==> src/rtl/aes_pkg.sv <==
// Shared AES-128 types, constants and round helper functions.
// Used by aes_round_sequencer and aes_mix_columns.
// Byte 0 of a state sits in bits [127:120], laid out column-major (byte 4*c+r).
package aes_pkg;

  typedef logic [127:0] aes_state_t;
  typedef logic [31:0]  aes_word_t;

  localparam int         AES128_ROUNDS = 10;
  localparam logic [7:0] GF_POLY       = 8'h1B;

  // Sequencer FSM encoding, also exported on the debug state output.
  typedef enum logic [2:0] {
    ST_IDLE   = 3'd0,
    ST_INIT   = 3'd1,
    ST_SUB    = 3'd2,
    ST_FINISH = 3'd3,
    ST_DONE   = 3'd4
  } aes_fsm_e;

  // Multiply by x in GF(2^8), reducing with x^8+x^4+x^3+x+1.
  function automatic logic [7:0] xtime(input logic [7:0] b);
    xtime = {b[6:0], 1'b0} ^ (b[7] ? GF_POLY : 8'h00);
  endfunction

  // Row r rotates left by r: out[r][c] = in[r][(c+r)%4].
  function automatic aes_state_t shift_rows(input aes_state_t s);
    aes_state_t o;
    o = '0;
    for (int c = 0; c < 4; c++) begin
      for (int r = 0; r < 4; r++) begin
        o[127-8*(4*c+r) -: 8] = s[127-8*(4*((c+r)%4)+r) -: 8];
      end
    end
    return o;
  endfunction

  // One column times the fixed {02,03,01,01} circulant matrix.
  function automatic aes_word_t mix_word(input aes_word_t w);
    logic [7:0] a0, a1, a2, a3;
    a0 = w[31:24];
    a1 = w[23:16];
    a2 = w[15:8];
    a3 = w[7:0];
    mix_word = {xtime(a0) ^ xtime(a1) ^ a1 ^ a2 ^ a3,
                a0 ^ xtime(a1) ^ xtime(a2) ^ a2 ^ a3,
                a0 ^ a1 ^ xtime(a2) ^ xtime(a3) ^ a3,
                xtime(a0) ^ a0 ^ a1 ^ a2 ^ xtime(a3)};
  endfunction

  function automatic aes_state_t mix_columns(input aes_state_t s);
    aes_state_t o;
    o = '0;
    for (int c = 0; c < 4; c++) begin
      o[127-32*c -: 32] = mix_word(s[127-32*c -: 32]);
    end
    return o;
  endfunction

endpackage

==> src/rtl/aes_mix_columns.sv <==
// Combinational MixColumns over a full 128-bit AES state.
// Kept as its own module so the inverse path can sit beside it later.
module aes_mix_columns
  import aes_pkg::*;
(
  input  aes_state_t state_i,
  output aes_state_t state_o
);

  // Pure combinational column mix.
  assign state_o = mix_columns(state_i);

endmodule

==> src/rtl/aes_round_sequencer.sv <==
// AES-128 encryption round sequencer around an external, shared sub_byte unit.
// Optional build macro: AES_SEQ_ABORT_EN adds an abort input that drops the
// block in flight and returns to IDLE without a done pulse.
//
// Handshake: start is sampled only in IDLE; once accepted busy stays high
// until the cycle after the one-cycle done pulse, and any start seen while
// busy is dropped (not queued). dataOut is valid from done until the next done.
module aes_round_sequencer
  import aes_pkg::*;
#(
  parameter int NUM_ROUNDS   = AES128_ROUNDS,
  parameter int SBOX_LATENCY = 1  // cycles startTransition is held; must be >= 1
) (
  input  logic         clock50MHz,
  input  logic         reset,
  input  logic         start,
  input  logic [127:0] dataIn,
  input  logic [127:0] roundKey,
  output logic [3:0]   roundKeyIndex,
  output logic [127:0] subByteInput,
  output logic         startTransition,
  input  logic [127:0] subByteOutput,
`ifdef AES_SEQ_ABORT_EN
  input  logic         abort,
`endif
  output logic         busy,
  output logic         done,
  output logic [127:0] dataOut,
  output aes_fsm_e     stateDbg
);

  localparam int               WAIT_W     = $clog2(SBOX_LATENCY + 1);
  localparam logic [WAIT_W-1:0] WAIT_LAST = WAIT_W'(SBOX_LATENCY - 1);
  localparam logic [3:0]        LAST_ROUND = 4'(NUM_ROUNDS);

  aes_fsm_e          state_q, state_d;
  aes_state_t        state_reg_q, state_reg_d;
  logic [3:0]        round_q, round_d;
  logic [WAIT_W-1:0] wait_q, wait_d;
  aes_state_t        data_out_q, data_out_d;

  aes_state_t shifted;
  aes_state_t mixed;
  aes_state_t round_result;

  aes_mix_columns u_mix (
    .state_i (shifted),
    .state_o (mixed)
  );

  // ShiftRows, optional MixColumns (skipped in the final round), AddRoundKey.
  always_comb begin
    shifted      = shift_rows(state_reg_q);
    round_result = ((round_q == LAST_ROUND) ? shifted : mixed) ^ roundKey;
  end

  // Next-state logic for the FSM and the datapath registers.
  always_comb begin
    state_d     = state_q;
    state_reg_d = state_reg_q;
    round_d     = round_q;
    wait_d      = wait_q;
    data_out_d  = data_out_q;
    case (state_q)
      ST_IDLE: begin
        if (start) begin
          state_reg_d = dataIn;
          round_d     = '0;
          state_d     = ST_INIT;
        end
      end
      ST_INIT: begin
        state_reg_d = state_reg_q ^ roundKey;
        round_d     = 4'd1;
        wait_d      = '0;
        state_d     = ST_SUB;
      end
      ST_SUB: begin
        // state_reg_q is not touched until the capture cycle, so sub_byte
        // sees a stable input for the whole time startTransition is high.
        wait_d = wait_q + WAIT_W'(1);
        if (wait_q == WAIT_LAST) begin
          state_reg_d = subByteOutput;
          state_d     = ST_FINISH;
        end
      end
      ST_FINISH: begin
        state_reg_d = round_result;
        if (round_q == LAST_ROUND) begin
          data_out_d = round_result;
          state_d    = ST_DONE;
        end else begin
          round_d = round_q + 4'd1;
          wait_d  = '0;
          state_d = ST_SUB;
        end
      end
      ST_DONE: begin
        state_d = ST_IDLE;
      end
      default: begin
        state_d = ST_IDLE;
      end
    endcase
`ifdef AES_SEQ_ABORT_EN
    // Abort only matters once a block is in flight; dataOut keeps the last result.
    if (abort && (state_q != ST_IDLE)) begin
      state_d    = ST_IDLE;
      round_d    = '0;
      wait_d     = '0;
      data_out_d = data_out_q;
    end
`endif
  end

  // State registers with synchronous active-high reset.
  always_ff @(posedge clock50MHz) begin
    if (reset) begin
      state_q     <= ST_IDLE;
      state_reg_q <= '0;
      round_q     <= '0;
      wait_q      <= '0;
      data_out_q  <= '0;
    end else begin
      state_q     <= state_d;
      state_reg_q <= state_reg_d;
      round_q     <= round_d;
      wait_q      <= wait_d;
      data_out_q  <= data_out_d;
    end
  end

  // Outputs decode straight from registers, so they are glitch-free.
  assign roundKeyIndex   = round_q;
  assign subByteInput    = state_reg_q;
  assign startTransition = (state_q == ST_SUB);
  assign busy            = (state_q != ST_IDLE);
  assign done            = (state_q == ST_DONE);
  assign dataOut         = data_out_q;
  assign stateDbg        = state_q;

endmodule

==> config.mk <==
export PLATFORM = sky130hd
export DESIGN_NAME = aes_round_sequencer
export DESIGN_NICKNAME = d
export VERILOG_FILES = /design/src/rtl/aes_pkg.sv /design/src/rtl/aes_mix_columns.sv /design/src/rtl/aes_round_sequencer.sv
export SDC_FILE = /design/constraint.sdc
export NUM_CORES = 1
export LEC_CHECK = 0
export ABC_CLOCK_PERIOD_IN_PS = 4100
export BUFFER_PORTS_ARGS = -buffer_cell sky130_fd_sc_hd__buf_2
export CAP_MARGIN = 20
export CORE_AREA = 5 5 251 253
export CTS_CLUSTER_SIZE = 30
export DETAILED_ROUTE_END_ITERATION = 12
export DIE_AREA = 0 0 256 258
export HOLD_SLACK_MARGIN = 0.02
export PLACE_DENSITY_LB_ADDON = 0.2
export SETUP_SLACK_MARGIN = 0.3
export SYNTH_ARGS = -nofsm -noshare
export SYNTH_HDL_FRONTEND = slang
export SYNTH_SLANG_ARGS = --single-unit
export TNS_END_PERCENT = 50
==> constraint.sdc <==
create_clock -name clock50MHz -period 4.1 [get_ports clock50MHz]
set_input_delay 0.41 -clock clock50MHz [delete_from_list [all_inputs] [get_ports clock50MHz]]
set_output_delay 0.41 -clock clock50MHz [all_outputs]
set_load 0.005 [all_outputs]
==> impl_metrics.tcl <==
set metrics [dict create \
    cp_slowest_cell "or2_4" \
    drc 0 \
    cts_setup_buffers 0 \
    crit_fanout 60 \
    hold_depth 2 \
    place.gp.congestion 0.917 \
    r2r-start "stateDbg[1]$_SDFFE_PP0P_" \
    cap_violations 0 \
    final_util_pct 42.5 \
    power_frac_comb_pct 47.1 \
    crit_buf_inv 3 \
    track_usage_pct 32.1 \
    fill_cells 6273 \
    hp-start "roundKey[111]" \
    path_cells "buf_4 > or2_4 > buf_4 > nor2_1 > buf_2" \
    finalClockSkew_ps 22.5 \
    worstSetupStartpointType "register" \
    ys_seq_elements 264 \
    ys_seq_area_share_pct 24.8 \
    crit_family "buffers and inverters" \
    postSynthAreaPerCell_um2 8.38 \
    synthArstFlopShare_pct 0 \
    core_mm2 0.0608 \
    firstDrtPassIters 6 \
    clk_pin_slew_ps 60 \
    cts_resized 0 \
    hold_viol 0 \
    clock_tree.buffer_depth 3 \
    p_leak_nw 10.3 \
    r2r_cells 6 \
    avgViaCountPerCell 5.83 \
    synth-edff-count 0 \
    max_stage_delay_ps 820 \
    synth_cell_types 74 \
    final.setup.tns_ps 0 \
    cts_hold_buf 0 \
    start_util_pct 35.1 \
    cts_sinks 264 \
    outcome "complete, no violations" \
    wl_met2_um 51400 \
    wl_met1_um 44500 \
    power.share.clock_pct 24.1 \
    routed_wl_um 113000 \
    power.switching_mw 5.37 \
    num_rows 91 \
    wl_met3_um 10700 \
    tritoncts "done" \
    grt_overflow 0 \
    final.period_utilization_pct 80.1 \
    power_density_mw_per_mm2 499 \
    crit_arrival_ps 2870 \
    numPortBuffers 652 \
    min_period_ps 3280 \
    p_int_mw 7.51 \
    drive_gt1_share_pct 26.2 \
    max_freq_mhz 304 \
    layout.nets 3371 \
    grt_pass1_vias 22000 \
    cts_htree_levels 2 \
    worstSetupPathType "register to output port" \
    path_common_cell "buf_4" \
    fin_ws_ps 816 \
    clk_latency_ps 560 \
    synth_nets 2932 \
    seq_power_share_pct 28.8 \
    finalMaxSlewViolations 0 \
    finalSetupViolations 0 \
    cts-root-buf "clkbuf_16" \
    syn_inst 2543 \
    r2r_end "subByteInput[61]$_SDFFE_PP0P_" \
    synth_flop_cell "dfxtp_1" \
    ioPinCount 653 \
    synth.yosys.warnings 0 \
    critPathCaptureType "output port" \
    dp_slack_ps 1140 \
    min_path_type "input pin to register" \
    num_vias 22200 \
    cp.required_ps 3690 \
    wl_per_cell_um 29.7 \
    synth_area_mm2 0.0213 \
    slew_headroom_pct 21.5 \
    dieArea_mm2 0.0660 \
    syn_to_final_growth_pct 21.1 \
    rsz0062_at_grt "false" \
    maxUsedRoutingLayer "met5" \
    ir_drop_uv 264 \
    detail_route.iter0.violations 2139 \
    dp_hpwl_um 86000 \
    grt_first_pass_wirelength_um 159000 \
    chipHeight_um 258 \
    p_sw_share_pct 41.7 \
    ff2ff_setup_slack_ps 1110 \
    hold_end "subByteInput[111]$_SDFFE_PP0P_" \
    cts_made_buffers 36 \
    hold_ws_ps 124 \
    grt_max_degree 94 \
    worstMarginPinSlew_ps 1180 \
    die-width_um 256 \
    antenna_found_initial 16 \
    ant_nets 0 \
]
## logic make-up (layout without fill, tap and decap cells)
family / after synthesis / in the layout / synth area share [%]
AO/OA/AOI/OAI: 713 / 713 / 23.6
XOR/XNOR: 711 / 711 / 32.1
AND/OR/NAND/NOR: 488 / 488 / 10.6
buffers and inverters: 334 / 793 / 7.34
flip-flops: 264 / 264 / 24.8
multiplexers: 31 / 31 / 1.46
adder cells (fa/ha/maj): 2 / 2 / 0.117
other: 0 / 12 / 0
## how the worst max path moves through the flow
stage | depth (start not counted) | to | slack [ps] | from
2_1_floorplan | 9 | subByteInput[38]$_SDFFE_PP0P_ | 2130 | roundKeyIndex[0]$_SDFFE_PP0P_
3_3_place_gp | 6 | subByteInput[90]$_SDFFE_PP0P_ | 1220 | stateDbg[1]$_SDFFE_PP0P_
3_5_place_dp | 6 | subByteInput[90]$_SDFFE_PP0P_ | 1140 | stateDbg[1]$_SDFFE_PP0P_
4_1_cts | 5 | done | 770 | stateDbg[0]$_SDFFE_PP0P_
5_1_grt | 5 | done | 710 | stateDbg[0]$_SDFFE_PP0P_
6_report | 5 | done | 820 | stateDbg[0]$_SDFFE_PP0P_
## stage by stage
step                      power (mW)  cell area (um^2)  std cells
final                           12.9             25800       3804
after global routing            13.4             25800       3799
after CTS                       12.9             25800       3792
after detailed placement        9.73             24700       3734
after global placement          9.68             24700       3733
after floorplan                 7.72             21300       2543
## worst reg2reg max path, stage by stage (launching register included)
cell	delay, ps
dfxtp_4	540
buf_4	440
inv_2	440
a21oi_2	950
o211ai_1	200
a21o_1	210
o2111a_1	130
## cell type report
class	instances	area, um^2	share of cell area [%]
inverters	27	101	0.393
repair buffers	708	3780	14.6
flip-flops and latches	264	5300	20.5
diodes	12	30.0	0.116
clock buffers	53	1040	4.01
clock inverters	5	52.6	0.204
well taps	790	988	3.83
multi-input cells	1945	14500	56.3
## synth_stat cells, types with 23 or more instances
cell type,n,area [um^2]
buf_2,116,581
o21ai_0,202,1010
a211o_1,24,210
a211oi_1,130,976
mux2i_1,30,300
inv_1,25,93.8
dfxtp_1,264,5290
xnor2_1,566,4960
o221ai_1,37,324
clkbuf_1,143,537
o22ai_1,43,269
a32o_1,34,340
nand3_1,23,115
nand2_1,95,357
nor2_1,225,845
xnor3_1,37,833
nor3_1,41,205
nand2b_1,37,231
xor2_1,98,858
a21oi_1,52,260
o2111ai_1,24,210
## placed cells by master, fill, tap and decap left out, types with 43 or more instances in the layout
cell type | netlist | routed
a21oi_1 | 52 | 51
buf_4 | 22 | 49
xor2_1 | 98 | 98
nor2_1 | 225 | 222
o21ai_0 | 202 | 202
buf_2 | 116 | 651
o22ai_1 | 43 | 43
nand2_1 | 95 | 95
dfxtp_1 | 264 | 261
a211oi_1 | 130 | 130
xnor2_1 | 566 | 566
## power by group through the flow
stage / Clock, mW / Combinational [mW] / Sequential (mW)
after floorplan: 0 / 4.75 / 2.98
after global placement: 0 / 5.93 / 3.75
after detailed placement: 0 / 5.98 / 3.76
after CTS: 3.15 / 6.02 / 3.70
after global routing: 3.23 / 6.46 / 3.73
final: 3.10 / 6.06 / 3.72
## per-layer routing
metal,up-vias,GRT usage (%)
met5,-,0
met4,12,15.4
met3,252,8.24
met2,1273,52.0
met1,10800,40.0
li1,9838,-
## state kept, by name, summed over array words and instances (netlist names)
signal and cells:
stateDbg 3, wait_q 1, roundKeyIndex 4, subByteInput 128
dataOut 128
No activity file was read; power rests on OpenSTA's default activity.
